### src/rtl/psel_pkg.sv
// Shared definitions for the multi-grant round-robin priority selector.
package psel_pkg;

    // Pointer update policies
    localparam int PSEL_MODE_INC = 0;  // advance by one on every enabled cycle
    localparam int PSEL_MODE_RR  = 1;  // advance past the last granted requester

    // Grant-lock state
    typedef enum logic {
        PSEL_UNLOCKED = 1'b0,
        PSEL_LOCKED   = 1'b1
    } psel_lock_e;

endpackage

### src/rtl/psel_rot_find.sv
// Rotated first-one finder: returns the first requester at or after ptr
// (wrapping modulo WIDTH) that is requesting and not masked out.
module psel_rot_find import psel_pkg::*; #(
    parameter int WIDTH = 16
) (
    input  logic [WIDTH-1:0]         req,
    input  logic [WIDTH-1:0]         mask,
    input  logic [$clog2(WIDTH)-1:0] ptr,
    output logic [WIDTH-1:0]         onehot,
    output logic [$clog2(WIDTH)-1:0] idx,
    output logic                     valid
);

    localparam int IW = $clog2(WIDTH);

    logic [WIDTH-1:0] cand;

    assign cand = req & ~mask;

    // Walk the requesters in priority order starting at ptr; first hit wins
    always_comb begin
        int p;
        onehot = '0;
        idx    = '0;
        valid  = 1'b0;
        p      = 0;
        for (int i = 0; i < WIDTH; i++) begin
            p = int'(ptr) + i;
            if (p >= WIDTH) begin
                p = p - WIDTH;
            end
            if (!valid && cand[p]) begin
                valid     = 1'b1;
                onehot[p] = 1'b1;
                idx       = IW'(p);
            end
        end
    end

endmodule

### src/rtl/psel_rr_multi.sv
// Multi-grant round-robin priority selector with optional slot-0 grant lock.
// Grants are combinational from req/en and the registered pointer/lock state.
module psel_rr_multi import psel_pkg::*; #(
    parameter int WIDTH   = 16,
    parameter int NUM_GNT = 2,
    parameter int MODE    = PSEL_MODE_RR,
    parameter int LOCK_EN = 1
) (
    input  logic                                   clock,
    input  logic                                   reset,
    input  logic [WIDTH-1:0]                       req,
    input  logic [WIDTH-1:0]                       lock,
    input  logic                                   en,
    output logic [WIDTH-1:0]                       gnt,
    output logic [NUM_GNT-1:0][WIDTH-1:0]          gnt_bus,
    output logic [NUM_GNT-1:0][$clog2(WIDTH)-1:0]  gnt_idx,
    output logic [NUM_GNT-1:0]                     gnt_valid,
    output logic [$clog2(WIDTH)-1:0]               count,
    output logic                                   locked
);

    localparam int              IW   = $clog2(WIDTH);
    localparam logic [IW-1:0]   LAST = IW'(WIDTH - 1);

    // Pointer increment that wraps at WIDTH, not at 2**IW
    function automatic logic [IW-1:0] wrap_inc(input logic [IW-1:0] v);
        return (v == LAST) ? '0 : v + 1'b1;
    endfunction

    psel_lock_e       lstate;
    logic [IW-1:0]    owner;
    logic [WIDTH-1:0] req_eff;
    logic [WIDTH-1:0] owner_oh;
    logic             hold_c;
    logic             acq_c;
    logic             rel_c;
    logic [IW-1:0]    last_idx;

    assign locked   = (lstate == PSEL_LOCKED);
    // Disabled or in reset: nothing is visible to the finders, so every grant output is 0
    assign req_eff  = (en && !reset) ? req : '0;
    assign owner_oh = WIDTH'(1) << owner;
    // Owner keeps slot 0 only while it is still requesting
    assign hold_c   = (LOCK_EN != 0) && locked && req_eff[owner];
    assign acq_c    = (LOCK_EN != 0) && !locked && gnt_valid[0] && lock[gnt_idx[0]];
    assign rel_c    = locked && en && (!req[owner] || !lock[owner]);

    // Slot chain: each slot excludes everything granted by the slots above it
    for (genvar k = 0; k < NUM_GNT; k++) begin : g_slot
        logic [WIDTH-1:0] m_in;
        logic [WIDTH-1:0] m_out;
        logic [WIDTH-1:0] s_oh;
        logic [IW-1:0]    s_idx;
        logic             s_vld;
        logic [WIDTH-1:0] f_oh;
        logic [IW-1:0]    f_idx;
        logic             f_vld;

        psel_rot_find #(.WIDTH(WIDTH)) u_find (
            .req    (req_eff),
            .mask   (m_in),
            .ptr    (count),
            .onehot (f_oh),
            .idx    (f_idx),
            .valid  (f_vld)
        );

        if (k == 0) begin : g_head
            assign m_in  = '0;
            assign s_oh  = hold_c ? owner_oh : f_oh;
            assign s_idx = hold_c ? owner : f_idx;
            assign s_vld = hold_c | f_vld;
        end else begin : g_tail
            assign m_in  = g_slot[k-1].m_out;
            assign s_oh  = f_oh;
            assign s_idx = f_idx;
            assign s_vld = f_vld;
        end

        assign m_out        = m_in | s_oh;
        assign gnt_bus[k]   = s_oh;
        assign gnt_idx[k]   = s_idx;
        assign gnt_valid[k] = s_vld;
    end

    // Merged grant vector and index of the lowest-priority valid slot
    always_comb begin
        gnt      = '0;
        last_idx = '0;
        for (int k = 0; k < NUM_GNT; k++) begin
            gnt = gnt | gnt_bus[k];
            if (gnt_valid[k]) begin
                last_idx = gnt_idx[k];
            end
        end
    end

    // Lock FSM: capture the slot-0 owner, release when it stops requesting or locking
    always_ff @(posedge clock or posedge reset) begin
        if (reset) begin
            lstate <= PSEL_UNLOCKED;
            owner  <= '0;
        end else if (acq_c) begin
            lstate <= PSEL_LOCKED;
            owner  <= gnt_idx[0];
        end else if (rel_c) begin
            lstate <= PSEL_UNLOCKED;
        end
    end

    // Priority pointer; frozen from the acquiring edge through the release edge
    // so the pointer resumes where it stood before the lock was taken
    always_ff @(posedge clock or posedge reset) begin
        if (reset) begin
            count <= '0;
        end else if (en && !locked && !acq_c) begin
            if (MODE == PSEL_MODE_INC) begin
                count <= wrap_inc(count);
            end else if (gnt_valid[0]) begin
                count <= wrap_inc(last_idx);
            end
        end
    end

endmodule

### config.mk
export PLATFORM = sky130hd
export DESIGN_NAME = psel_rr_multi
export DESIGN_NICKNAME = d
export VERILOG_FILES = /design/src/rtl/psel_pkg.sv /design/src/rtl/psel_rot_find.sv /design/src/rtl/psel_rr_multi.sv
export SDC_FILE = /design/constraint.sdc
export NUM_CORES = 1
export LEC_CHECK = 0
export ABC_AREA = 1
export CAP_MARGIN = 0
export CORE_MARGIN = 3
export CORE_UTILIZATION = 36
export CTS_CLUSTER_SIZE = 16
export DETAILED_ROUTE_END_ITERATION = 16
export PLACE_DENSITY = 0.52
export SYNTH_ARGS = -nofsm -noshare
export SYNTH_HDL_FRONTEND = slang
export SYNTH_HIERARCHICAL = 1
export SYNTH_SLANG_ARGS = --single-unit
### constraint.sdc
create_clock -name clock -period 13.4 [get_ports clock]
set_input_delay 2.68 -clock clock [delete_from_list [all_inputs] [get_ports clock]]
set_output_delay 2.68 -clock clock [all_outputs]
set_load 0.01 [all_outputs]
* After elaboration in Yosys (flattened, before gate mapping)
Cells that the tools add are included.
** Word-level totals
- Bits in registers :: 9
- Bits in latches :: 0
- Bits in writable memories :: 0
- Bits in read-only memories :: 0
- Output and inout bits :: 63
- Word-level logic and storage cells :: 469
- Memories kept :: 0
** Operators by class
- $add $sub $neg :: 32
- $mul :: 0
- Divide/modulo/power cells :: 0
- $lt $le $gt $ge :: 50
- Equality and inequality tests :: 1
- Shift operators :: 1
- Muxes and demuxes :: 256
- Bitwise operators :: 34
- Reductions and logical operators :: 92
** Operators with widths (count)
- 2-to-1 mux 16 bit :: 34
- greater-or-equal comparator 32 x 1 -> 1 bit (second input constant) :: 16
- < comparator 32 x 6 -> 1 bit (second input constant) :: 16
- 2-to-1 mux 32 bit :: 16
- bitwise OR 16 bit :: 31
- greater-or-equal comparator 32 x 6 -> 1 bit (second input constant) :: 15
- subtractor 32 x 6 -> 32 bit (second input constant) :: 15
- binary-select mux 1 bit (select 4 bit) :: 36
- 2-to-1 mux 4 bit :: 36
- 2-to-1 mux 1 bit :: 118
- demux 1 bit (select 4 bit) :: 16
- logical AND 1 bit :: 54
- adder 4 x 4 -> 5 bit (second input constant) :: 8
- zero test 1 bit :: 35
- adder 4 x 3 -> 5 bit (second input constant) :: 4
- bitwise AND 16 bit :: 1
- NOT 16 bit :: 1
- << shifter 1 x 4 -> 16 bit (first input constant) :: 1
- adder 4 x 2 -> 5 bit (second input constant) :: 2
- < comparator 4 x 5 -> 1 bit (second input constant) :: 2
- subtractor 4 x 5 -> 6 bit (second input constant) :: 1
- adder 4 x 1 -> 5 bit (second input constant) :: 1
- greater-or-equal comparator 4 x 5 -> 1 bit (second input constant) :: 1
- adder 4 x 1 -> 4 bit (second input constant) :: 1
- 5 further kinds :: 5

* Logic depth before layout (Yosys ltp)
Gate-level depths: netlist of the first run.
- Depth after elaboration :: 107
- Depth in mapped cells :: 52
- Mapped depth without buffers :: 50

* Hierarchy
The synthesis of the first run kept the hierarchy.
** By module, submodules not included
- psel_rot_find at g_slot[1].u_find :: times used 1, cells each 999, area each 4703.3 um^2
- psel_rot_find at g_slot[0].u_find :: times used 1, cells each 1003, area each 4667.0 um^2
- psel_rr_multi :: times used 1, cells each 302, area each 1662.8 um^2

* Worst setup path after synthesis of the first run
No wires, ideal clock.
- Kind :: input to output
- Start :: input port reset
- End :: output port gnt_valid[1]
- Arrival :: 7.900 ns
- Data required time :: 10.720 ns
- Slack :: 2.820 ns
- Stages on the path :: 39
- Cell sequence :: inv_1 > nand2_1 > clkbuf_1 > nor2_1 > nand3_1 > nand3_1 > nand3_1 > nand3_1 > nand2_1 > nand3_4 > nor2_4 > nand4_4 > nor2_8 > nand4_4 > nor2_4 > nand4_2 > buf_6 > nor2_1 > [3 not listed] > o21ai_0 > inv_1 > nand3_1 > nand3_1 > nand3_1 > nand3_2 > nand2_4 > nand3_2 > nor2_4 > nand4_4 > nor2_8 > nand4_4 > nor3_2 > nand2_1 > nor2_1 > buf_4 > o211ai_1 > buf_4
** RTL lines
- from (decl) :: RTL line psel_rr_multi.sv:10 : input logic reset,
- to (decl) :: RTL line psel_rr_multi.sv:17 : output logic [NUM_GNT-1:0] gnt_valid,

* Worst setup path in the final report of the first run
- Start :: input port en
- End :: output port gnt[5]
** Between the ends
- Word-level cells in the longest chain between the ends :: 104
- Elaborated cells on any way between the ends :: 257
** Ends and longest elaborated chain
- from (decl) :: RTL line psel_rr_multi.sv:13 : input logic en,
- logical AND 1 bit (*) :: RTL line psel_rr_multi.sv:41 : assign req_eff = (en && !reset) ? req : '0;
- 2-to-1 mux 16 bit (*) :: RTL line psel_rr_multi.sv:41
- via req_eff[8] :: RTL line psel_rr_multi.sv:32 : logic [WIDTH-1:0] req_eff;
- binary-select mux 1 bit (select 4 bit) :: RTL line psel_rot_find.sv:32 : if (!valid && cand[p]) begin
- 2-to-1 mux 1 bit (implied by the code) (2 in series) :: RTL line psel_rot_find.sv:32
- 2-to-1 mux 1 bit :: RTL line psel_rot_find.sv:32
- zero test 1 bit :: RTL line psel_rot_find.sv:32
- logical AND 1 bit :: RTL line psel_rot_find.sv:32
- [43 not listed]
- via g_slot[0].f_oh[12] :: RTL line psel_rr_multi.sv:55 : logic [WIDTH-1:0] f_oh;
- [45 not listed]
- 2-to-1 mux 1 bit :: RTL line psel_rot_find.sv:32
- zero test 1 bit :: RTL line psel_rot_find.sv:32
- logical AND 1 bit :: RTL line psel_rot_find.sv:32
- 2-to-1 mux 1 bit :: RTL line psel_rot_find.sv:32
- zero test 1 bit :: RTL line psel_rot_find.sv:32
- logical AND 1 bit :: RTL line psel_rot_find.sv:32
- 2-to-1 mux 16 bit (*) :: RTL line psel_rot_find.sv:32
- bitwise OR 16 bit (*) :: RTL line psel_rr_multi.sv:91 : gnt = gnt | gnt_bus[k];
- to (decl) :: RTL line psel_rr_multi.sv:14 : output logic [WIDTH-1:0] gnt,
Mark *: on every way through the listed nets, which the timed path passes. The rest lies on a longest branch. The select of a mux whose other input is x is not followed.

==> results.json, run 1 <==
{
  "status": "complete, no violations",
  "cap_violations": 0,
  "min_path_type": "reg -> reg",
  "cp_data_arrival_time_ns": 10.11,
  "min_period_over_period_pct": 95.5,
  "synth_warnings": 6,
  "path_max_fanout": 17,
  "grt_pass1_vias": 15100,
  "finalCriticalPeriod_ns": 12.79,
  "avgSynthCellArea_um2": 4.79,
  "drive_gt1_share_pct": 7.80,
  "clock.fmax_mhz": 78.2,
  "routed_wl_mm": 62.7,
  "synth_flop_cell": "dfrtp_1",
  "synth_cells": 2304,
  "cts_tree": "built",
  "cp_slowest_cell": "clkdlybuf4s50_1",
  "routabilityCongestion": 1.03,
  "synth_seq_cells": 9,
  "rsz0062_at_grt": "false",
  "io_buffers": 97,
  "setup_tns_ns": 0,
  "ant_nets": 0,
  "numCtsBuffers": 3,
  "vias": 16600,
  "vias_per_cell": 6.02,
  "worstMarginPinSlew_ns": 0.950,
  "grt_max_degree": 45,
  "area_growth_pct": 13.9,
  "hold_violations": 0,
  "die_y_um": 181,
  "slew_headroom_pct": 36.6,
  "core_area_um2": 30000,
  "drt-initial-drc-count": 2646,
  "path_clk_slew_ns": 0.04,
  "die_w_um": 181,
  "synth_cell_types": 57,
  "drv_slew": 0,
  "finClkSkew_ns": 0.00123,
  "clockBufferDepth": 2,
  "drc_errors": 0,
  "crit_family": "simple AND/OR/NAND/NOR gates",
  "hpwl_mm": 49.0,
  "mostFrequentLayoutCells": "nand2_1, nand3_1, nor2_1",
  "r2r_start": "count[1]",
  "rows": 63,
  "initial_utilization_pct": 36.8,
  "cpMostUsedCell": "nand3_1",
  "cts-htree-levels": 1,
  "dr.pass1.iters": 7,
  "crit_path_start": "en",
  "boundaryPins": 98,
  "cp.required_ns": 10.72,
  "die_area_um2": 32800,
  "grt_remaining_overflow": 0,
  "worst_setup_path_start_kind": "input pin",
  "grt_use_total_pct": 36.4,
  "clock_latency_ns": 0.23,
  "fin_nets": 2447,
  "async_reset_ff_share_pct": 100,
  "synth_area_um2": 11000,
  "synth_edf_count": 0,
  "antenna_found_initial": 2,
  "multi_input_area_um2": 9340,
  "grt_pass1_wl_mm": 93.6,
  "hp-start": "locked",
  "ys_seq_area_share_pct": 2.04,
  "final_common_cell": "nand2_1",
  "wl_per_cell_um": 22.7,
  "max_stage_delay_ns": 0.62,
  "setup_viol": 0,
  "clock_sinks": 9,
  "seqCellArea_um2": 226,
  "crit_type": "in -> out",
  "num-fill-cells": 3493,
  "cp-end-kind": "primary output",
  "cts-root-buf": "clkbuf_16",
  "path_buf_inv": 9
}
worst min-delay path, cell delays in order (launching register included):
cell     delay (ns)
dfrtp_1        0.40
nand2_1        0.07
nand2_1        0.05
registers in the layout, summed over array words and instances (netlist names):
name	cells
locked	1
count	4
owner	4
routing by layer:
layer	GRT usage [%]	share of wire, %	vias up
met5	0	0	-
met4	11.9	4.1	0
met3	10.1	15	165
met2	52.1	39	1293
met1	52.3	42	7604
li1	-	-	7579
cell type report:
cell class | instances | area share, %
repair buffers | 161 | 11.8
diodes | 1 | 0.0199
flip-flops and latches | 9 | 1.80
multi-input cells | 1946 | 74.3
well taps | 390 | 3.88
inverters | 253 | 7.59
clock buffers | 4 | 0.627
repair_timing:
action	CTS	global route
hold buffers	0	0
setup buffers	0	1
gates resized for setup	0	2
endpoints found under the setup margin	0	27
per-stage QoR:
stage	util (%)	cell area [um2]	std cells	setup WS, ns	hold slack, ns
2_1_floorplan	-	11100	2319	2.82	0.561
3_3_place_gp	41.6	12500	2758	0.616	0.568
3_5_place_dp	41.6	12500	2758	0.582	0.548
4_1_cts	41.9	12500	2762	0.563	0.561
5_1_grt	41.9	12600	2763	0.106	0.608
6_report	41.9	12600	2764	0.606	0.561
logic make-up (layout without fill, tap and decap cells):
family / Yosys count / after routing / share of synthesized area (%)
DFF: 9 / 9 / 2.04
AOI/OAI and AO/OA: 140 / 140 / 7.25
other: 1 / 17 / 0.0340
buffers and inverters: 364 / 418 / 13.9
xor gates and xnor gates: 10 / 10 / 1.27
adders and majority gates: 38 / 38 / 4.31
and+or+nand+nor: 1742 / 1742 / 71.2
synthesized netlist by cell type (2+ instances only):
cell type / count / area, um2
nand2_4: 9 / 101
nand3_2: 10 / 100
nand2_1: 607 / 2280
nand4_4: 5 / 106
a21oi_1: 64 / 320
nor2_8: 2 / 40.0
clkbuf_1: 48 / 180
ha_1: 38 / 475
buf_6: 7 / 78.8
nand3_1: 495 / 2480
or2_2: 17 / 106
a22o_1: 2 / 17.5
nor3_1: 30 / 150
nor2_2: 20 / 125
clkinv_1: 10 / 37.5
nand4_2: 2 / 25.0
o21ai_0: 41 / 205
nand3_4: 2 / 35.0
o21ai_2: 2 / 17.5
o21ai_1: 6 / 30.0
inv_1: 221 / 830
nand4_1: 67 / 419
o211ai_1: 7 / 52.6
o21a_1: 4 / 30.0
a31oi_1: 2 / 12.5
buf_2: 37 / 185
nor2_4: 5 / 56.3
xor2_2: 6 / 97.6
nor2_1: 459 / 1720
xor2_1: 2 / 17.5
nor3_2: 2 / 20.0
nand2_2: 3 / 18.8
inv_2: 20 / 75.1
buf_4: 14 / 105
dfrtp_1: 9 / 225
buf_1: 3 / 11.3
a22oi_1: 6 / 45.0
path summary, 6_finish.rpt:
| check | endpoint | slack [ns] | cells after the start |
|---|---|---|---|
| worst max-delay path | gnt[5] | 0.61 | 41 |
| worst min-delay path | locked | 0.56 | 2 |
| worst max register to register | count[3] | 4.64 | 45 |
| worst min register to register | locked | 0.56 | 2 |
| max in group asynchronous | count[0] | 10.49 | 3 |
| min in group asynchronous | owner[0] | 2.76 | 3 |
Power of run 1 is not shown: default switching activity piles up to over one toggle a cycle in this logic, so the estimate is an artifact.
==> run 2: changes to the inputs <==
Settings changed: MAX_ROUTING_LAYER set to met4, PLACE_DENSITY 0.52 to not set.
==> run 2 against run 1 <==
- count of clock-buffer cells in the layout unchanged
- worst hold slack worse by 0.060 ns
- global-route usage down 0.80 points
- sequential cell count unchanged
- die area unchanged
- via count up 0.19%
- sequential share of layout area about the same
- utilization up 0.35 points
==> results.json, run 2 (synthesis results as in run 1) <==
{
  "crit_path_start": "en",
  "antenna_found_initial": 2,
  "cpMostUsedCell": "nand3_1",
  "clock_latency_ns": 0.24,
  "cp_slowest_cell": "clkdlybuf4s50_1",
  "grt_pass1_vias": 14900,
  "routabilityCongestion": 1.06,
  "drive_gt1_share_pct": 8.18,
  "r2r_start": "count[0]",
  "ant_nets": 0,
  "seqCellArea_um2": 226,
  "boundaryPins": 98,
  "mostFrequentLayoutCells": "nand2_1, nand3_1, nor2_1",
  "die_y_um": 181,
  "finalCriticalPeriod_ns": 12.82,
  "crit_type": "in -> out",
  "cap_violations": 0,
  "rows": 63,
  "status": "complete, no violations",
  "wl_per_cell_um": 21.7,
  "grt_pass1_wl_mm": 90.1,
  "cts_tree": "built",
  "endpoint": "gnt[1]",
  "r2r_slack_ns": 5.03,
  "dr.pass1.iters": 7,
  "hpwl_mm": 46.2,
  "numCtsBuffers": 3,
  "setup_tns_ns": 0,
  "setup_viol": 0,
  "reg2reg_depth": 45,
  "grt_remaining_overflow": 0,
  "drv_slew": 0,
  "core_area_um2": 30000,
  "cts-htree-levels": 1,
  "cts-root-buf": "clkbuf_16",
  "final_common_cell": "nand2_1",
  "max_stage_delay_ns": 0.65,
  "multi_input_area_um2": 9330,
  "cp.required_ns": 10.72,
  "clock.fmax_mhz": 78.0,
  "path_buf_inv": 6,
  "worstMarginPinSlew_ns": 0.974,
  "grt_max_degree": 41,
  "min_period_over_period_pct": 95.7,
  "slew_headroom_pct": 35.0,
  "rsz0062_at_grt": "false",
  "cp_data_arrival_time_ns": 10.14,
  "crit_family": "simple AND/OR/NAND/NOR gates",
  "area_growth_pct": 14.8,
  "drc_errors": 0,
  "fin_nets": 2458,
  "io_buffers": 97,
  "routed_wl_mm": 60.2,
  "path_max_fanout": 17,
  "die_area_um2": 32800,
  "clockBufferDepth": 2,
  "die_w_um": 181,
  "finClkSkew_ns": 0.00466,
  "hold_violations": 0,
  "vias": 16700,
  "initial_utilization_pct": 36.8,
  "path_clk_slew_ns": 0.04,
  "vias_per_cell": 6.01,
  "grt_use_total_pct": 35.6,
  "min_path_type": "reg -> reg",
  "cp_num_cells": 42,
  "cp-end-kind": "primary output",
  "clock_sinks": 9,
  "r2r_end": "count[3]",
  "postCtsHoldBufs": 0,
  "num-fill-cells": 3431,
  "drt-initial-drc-count": 2614,
  "worst_setup_path_start_kind": "input pin"
}
[run 2: layout make-up]
cell class | count | share of cell area [%]
inverter | 253 | 7.53
timing repair buffer | 172 | 12.5
clock buffer | 4 | 0.622
multi-input combinational | 1946 | 73.7
tap | 390 | 3.85
antenna | 2 | 0.0395
sequential | 9 | 1.79
[run 2: worst min path at each step]
stage	start	end	slack (ns)	depth (start not counted)
floorplan	locked	locked	0.56	2
global placement	count[3]	count[3]	0.46	2
detailed placement	count[3]	count[3]	0.49	2
CTS	count[3]	count[3]	0.50	2
global route	count[3]	count[3]	0.53	2
finish	count[3]	count[3]	0.50	2
[run 2: repair_timing]
item	4_1_cts	5_1_grt
setup buffers	0	1
setup endpoints to repair	0	37
resized for setup	0	1
[run 2: routing by layer]
metal | GRT usage (%) | wire length [um] | vias up
met5 | - | 0 | -
met4 | 12.1 | 2710 | 0
met3 | 5.09 | 7630 | 193
met2 | 52.4 | 24900 | 1278
met1 | 49.7 | 24900 | 7598
li1 | - | - | 7603
[run 2: per-stage QoR]
step,worst slack (ns),hold slack (ns),cells,instance area [um2],util [%]
finish,0.578,0.501,2776,12700,42.3
global route,0.137,0.528,2775,12700,42.3
CTS,0.448,0.504,2773,12700,42.2
detailed placement,0.476,0.489,2769,12600,42.0
global placement,0.472,0.463,2769,12600,42.0
floorplan,2.82,0.561,2319,11100,-
[run 2: tightest hold or removal path: stages (launching register included)]
cell and delay [ns]:
dfrtp_1 0.35, nand2_1 0.06, nand2_1 0.05
Power of run 2 is left out for the same reason.
==> RTL change 1, RTL diff (settings of run 2) <==
Set the parameter `NUM_GNT` to 1 (it was 2).
--- a/src/rtl/psel_rr_multi.sv
+++ b/src/rtl/psel_rr_multi.sv
@@ -4,3 +4,3 @@
     parameter int WIDTH   = 16,
-    parameter int NUM_GNT = 2,
+    parameter int NUM_GNT = 1,
     parameter int MODE    = PSEL_MODE_RR,
Ports: changed (resized gnt_bus, gnt_idx and gnt_valid); port bits go from 98 to 77. No check against the original RTL was run, so the function may have changed too.
==> RTL change 1 against run 2 <==
- sequential share of layout area rose by 1.4 points
- routed wire length fell by 54%
- setup slack improved by 1.4 ns
- cell area fell by 44%
- sequential cell count did not move
- core utilization fell by 0.17 points
- synthesized area fell by 42%
- critical path type unchanged
Power is not shown: default switching activity piles up to over one toggle a cycle in this logic, so the estimate is an artifact.
==> RTL change 1: results (changes against run 2) <==
metric,value,unit,change
finalHoldWorstSlack,0.561,ns,was 0.501 ns
dp_worst_setup_slack,2.08,ns,was 0.476 ns
clkTransAtPathRegs,0.04,ns,about the same
critPathArrivalTime,8.70,ns,was 10.14 ns
detail-route-antenna-nets,0,,unchanged
instances_no_fill,1553,,was 2776
post_dp_cell_area,7060,um^2,was 12600 um^2
placed_cells_incl_taps,1549,,was 2769
postRouteWirelength,27.7,mm,was 60.2 mm
gr-usage-all-layers,28.2,%,was 35.6%
grt_max_degree,35,,was 41
hpwl,21.2,mm,was 46.2 mm
grt_antenna_before_repair,0,,was 2
worst_path_dominant_cell_family,simple AND/OR/NAND/NOR gates,,unchanged
gpl.final_weighted_congestion,1.02,,was 1.06
post-route-period-util,85.0,%,was 95.7%
reg2reg_from,count[1]$_DFFE_PP0P_,,was count[0]$_DFFE_PP0P_
grt_pass1_vias,8129,,was 14900
critPathLaunch,reset,,was en
max_clock_skew,0.00134,ns,was 0.00466 ns
reg2reg_setup_slack,6.85,ns,was 5.03 ns
port-buffer-count,76,,was 97
worst_skew_pair_latency,0.24,ns,about the same
hold_path.startpoint,locked$_DFFE_PP0P_,,was count[3]$_DFFE_PP0P_
critPathCapture,gnt_idx[0],,was gnt[1]
drt_first_iter_violations,1201,,was 2614
r2r-end,count[3]$_DFFE_PP0P_,,unchanged
ys_seq_area_share,3.54,%,was 2.04%
run_status,completed,,unchanged
detailedRoute.firstPassIterationCount,6,,was 7
detailroute.via_count,8781,,was 16700
most_frequent_cells_after_synthesis,"sky130_fd_sc_hd__nand2_1 (331), sky130_fd_sc_hd__nor2_1 (281), sky130_fd_sc_hd__nand3_1 (240)",,"was sky130_fd_sc_hd__nand2_1 (607), sky130_fd_sc_hd__nand3_1 (495), sky130_fd_sc_hd__nor2_1 (459)"
hold_path_class,flip-flop to flip-flop,,unchanged
worst_path_max_delay_cell,sky130_fd_sc_hd__nand3b_1,,was sky130_fd_sc_hd__clkdlybuf4s50_1
grt_first_pass_wirelength,43.4,mm,was 90.1 mm
crit_path_max_fanout,22,,was 17
post_synthesis_area_per_instance,4.85,um^2,was 4.79 um^2
min_delay_worst_endpoint,locked$_DFFE_PP0P_,,was count[3]$_DFFE_PP0P_
synth_area_leaders,"sky130_fd_sc_hd__nand2_1 (20%), sky130_fd_sc_hd__nand3_1 (19%), sky130_fd_sc_hd__nor2_1 (17%), sky130_fd_sc_hd__inv_1 (9.0%), sky130_fd_sc_hd__nand4_1 (4.2%)",,"was sky130_fd_sc_hd__nand3_1 (22%), sky130_fd_sc_hd__nand2_1 (21%), sky130_fd_sc_hd__nor2_1 (16%), sky130_fd_sc_hd__inv_1 (7.5%), sky130_fd_sc_hd__ha_1 (4.3%)"
slew-limit-headroom,20.4,%,was 35.0%
synth.lib_cells_used.distinct,40,,was 57
antenna-diode-count,0,,was 2
timing.reg2reg.worst_path_depth,29,,was 45
layout-drive-gt1-share,4.50,%,was 8.18%
nNetsFinal,1388,,was 2458
==> RTL change 1: cell types whose count changed after synthesis, sizes merged, moves of 26 or more <==
cell	change
inv	-78
nor2	-199
clkbuf	-26
a21oi	-47
nand3	-260
nand2	-279
nand4	-28
==> RTL change 1: area by class of cell <==
cell class	instances	area (um^2)
Fill cell	2034	9800
Multi-Input combinational cell	1068	5100
Timing Repair Buffer	85	828
Inverter	167	627
Tap cell	220	275
Sequential cell	9	225
Clock buffer	4	78.8
==> RTL change 1: kinds of logic after synthesis <==
family          synth area share (%)
fa+ha+maj                       3.74
simple gates                    65.3
other cells                   0.0590
compound gates                  9.03
buf+inv                         17.1
xor+xnor                        1.22
flops                           3.54
==> RTL change 1: routing by layer <==
metal,up-vias,track usage (%),part of all wire [%]
met5,-,-,0
met4,0,15.5,6.6
met3,128,2.45,8.5
met2,531,45.0,45
met1,3900,35.2,40
li1,4222,-,-
==> RTL change 2, RTL diff (flow settings as in run 2) <==
Without the edit above. Put one more register stage on the output `count`, with the module's reset. The value now appears one clock later. The other outputs are not delayed to match.
--- a/src/rtl/psel_rr_multi.sv
+++ b/src/rtl/psel_rr_multi.sv
@@ -23,2 +23,4 @@
     localparam logic [IW-1:0]   LAST = IW'(WIDTH - 1);
+
+    logic [$clog2(WIDTH)-1:0] count_s0;
 
@@ -61,3 +63,3 @@
             .mask   (m_in),
-            .ptr    (count),
+            .ptr    (count_s0),
             .onehot (f_oh),
@@ -114,9 +116,17 @@
         if (reset) begin
-            count <= '0;
+            count_s0 <= '0;
         end else if (en && !locked && !acq_c) begin
             if (MODE == PSEL_MODE_INC) begin
-                count <= wrap_inc(count);
+                count_s0 <= wrap_inc(count_s0);
             end else if (gnt_valid[0]) begin
-                count <= wrap_inc(last_idx);
+                count_s0 <= wrap_inc(last_idx);
             end
+        end
+    end
+
+    always_ff @(posedge clock or posedge reset) begin
+        if (reset) begin
+            count <= '0;
+        end else begin
+            count <= count_s0;
         end
Function: changed (a bounded check fails within 4 cycles, from zero or initial values and one cycle with reset high).
==> RTL change 2 against run 2 <==
- synthesized cell count down 0.13%
- register-to-register slack worse by 0.83 ns
- synthesized area grew 1.2%
- global-route usage grew 1.8 points
- die area increased by 1.2%
- routed wire length increased by 5.6%
- cell count hardly changed
- setup slack worse by 0.10 ns
- sequential cell count rose by 4
- cell area up 1.2%
- critical endpoint is now gnt[9]
Power is not shown: default switching activity piles up to over one toggle a cycle in this logic, so the estimate is an artifact.
==> RTL change 2: results (changes against run 2) <==
metric,value,unit,change
gpl.final_weighted_congestion,1.10,,was 1.06
synthArstFlopShare,100,%,unchanged
detail-route-antenna-nets,0,,unchanged
layout-drive-gt1-share,8.73,%,was 8.18%
most_frequent_cells_after_synthesis,"sky130_fd_sc_hd__nand2_1 (583), sky130_fd_sc_hd__nand3_1 (489), sky130_fd_sc_hd__nor2_1 (462)",,"was sky130_fd_sc_hd__nand2_1 (607), sky130_fd_sc_hd__nand3_1 (495), sky130_fd_sc_hd__nor2_1 (459)"
max-clock-path-buffers,2,,unchanged
crit_path_max_incr_delay,0.55,ns,was 0.65 ns
crit_path_max_fanout,17,,unchanged
grt_first_pass_wirelength,94.2,mm,was 90.1 mm
wl_per_cell,22.9,um,was 21.7 um
worst_path_max_delay_cell,sky130_fd_sc_hd__clkdlybuf4s50_1,,unchanged
gr-usage-all-layers,37.3,%,was 35.6%
numCtsBuffers,3,,unchanged
grt_antenna_before_repair,0,,was 2
synth.lib_cells_used.distinct,61,,was 57
layout_top_registers,"count x4, count_s0 x4, owner x4",,
grt_pass1_vias,15300,,was 14900
ys_seq_area_share,2.91,%,was 2.04%
tightestPinTransition,1.18,ns,was 0.974 ns
port-buffer-count,97,,unchanged
most_used_dff_post_synth,sky130_fd_sc_hd__dfrtp_1,,unchanged
ctsHtreeMaxLevel,1,,unchanged
critPathArrivalTime,10.24,ns,was 10.14 ns
synth_area_leaders,"sky130_fd_sc_hd__nand3_1 (22%), sky130_fd_sc_hd__nand2_1 (20%), sky130_fd_sc_hd__nor2_1 (16%), sky130_fd_sc_hd__inv_1 (7.6%), sky130_fd_sc_hd__ha_1 (4.3%)",,"was sky130_fd_sc_hd__nand3_1 (22%), sky130_fd_sc_hd__nand2_1 (21%), sky130_fd_sc_hd__nor2_1 (16%), sky130_fd_sc_hd__inv_1 (7.5%), sky130_fd_sc_hd__ha_1 (4.3%)"
via_per_inst,6.04,,was 6.01
detailedRoute.firstPassIterationCount,6,,was 7
num-fill-cells,3442,,was 3431
hpwl,48.4,mm,was 46.2 mm
drt_first_iter_violations,2831,,was 2614
max_clock_skew,0.00252,ns,was 0.00466 ns
cts-root-buf,sky130_fd_sc_hd__clkbuf_16,,unchanged
run_status,completed,,unchanged
worst_path_dominant_cell_family,simple AND/OR/NAND/NOR gates,,unchanged
ys_warn_count,6,,unchanged
grt_max_degree,45,,was 41
worst_skew_pair_latency,0.24,ns,about the same
clkTransAtPathRegs,0.04,ns,about the same
nNetsFinal,2457,,was 2458
hold_path_class,flip-flop to flip-flop,,unchanged
## RTL change 2: final timing paths
path,startpoint,end,slack (ns),cells past startpoint
setup / recovery,en,gnt[9],0.48,41
hold / removal,locked$_DFFE_PP0P_,locked$_DFFE_PP0P_,0.61,2
setup reg to reg,count_s0[1]$_DFFE_PP0P_,count_s0[0]$_DFFE_PP0P_,4.20,43
hold reg to reg,locked$_DFFE_PP0P_,locked$_DFFE_PP0P_,0.61,2
max in group asynchronous,reset,count_s0[0]$_DFFE_PP0P_,10.45,3
min in group asynchronous,reset,count_s0[1]$_DFFE_PP0P_,2.78,3
## RTL change 2: per-stage QoR
step	area, um^2	cells	setup WS, ns
global placement	12700	2769	0.581
finish	12800	2774	0.476
global route	12800	2773	0.0258
CTS	12800	2773	0.555
floorplan	11200	2316	3.00
detailed placement	12700	2769	0.570
## RTL change 2: per-layer routing
layer / up-vias / GRT usage, % / wire length [um]
met1: 7527 / 49.5 / 25000
li1: 7597 / - / -
met2: 1378 / 53.9 / 26200
met5: - / - / 0
met4: 0 / 17.1 / 3570
met3: 259 / 8.47 / 8730
## RTL change 2: kinds of logic after synthesis
group	after synthesis	synth area share, %
AND/OR/NAND/NOR	1711	69.2
adder cells (fa/ha/maj)	38	4.26
AO/OA/AOI/OAI	155	8.25
flip-flops	13	2.91
other	1	0.0336
buffers and inverters	374	14.2
XOR/XNOR	9	1.18
## RTL change 2: layout make-up
type	count	area, um^2	area share [%]
Multi-Input combinational cell	1929	9320	72.6
Timing Repair Buffer	174	1620	12.7
Tap cell	390	488	3.80
Sequential cell	13	327	2.55
Antenna cell	1	2.50	0.0195
Clock buffer	4	78.8	0.615
Inverter	263	991	7.73
## RTL change 2: worst reg2reg max path: cells and delay by family (launching register included)
| kind | cells | cell delay, ns |
|---|---|---|
| buffers and inverters | 6 | 1.48 |
| AOI/OAI and AO/OA | 5 | 1.04 |
| adders and majority gates | 2 | 0.93 |
| and+or+nand+nor | 29 | 4.20 |
| DFF | 1 | 0.64 |
| xor gates and xnor gates | 1 | 0.79 |
## RTL change 2: timing repair
item / 4_1_cts / 5_1_grt
resized for setup: 0 / 1
buffers inserted: 0 / 0
endpoints found under the setup margin: 0 / 31
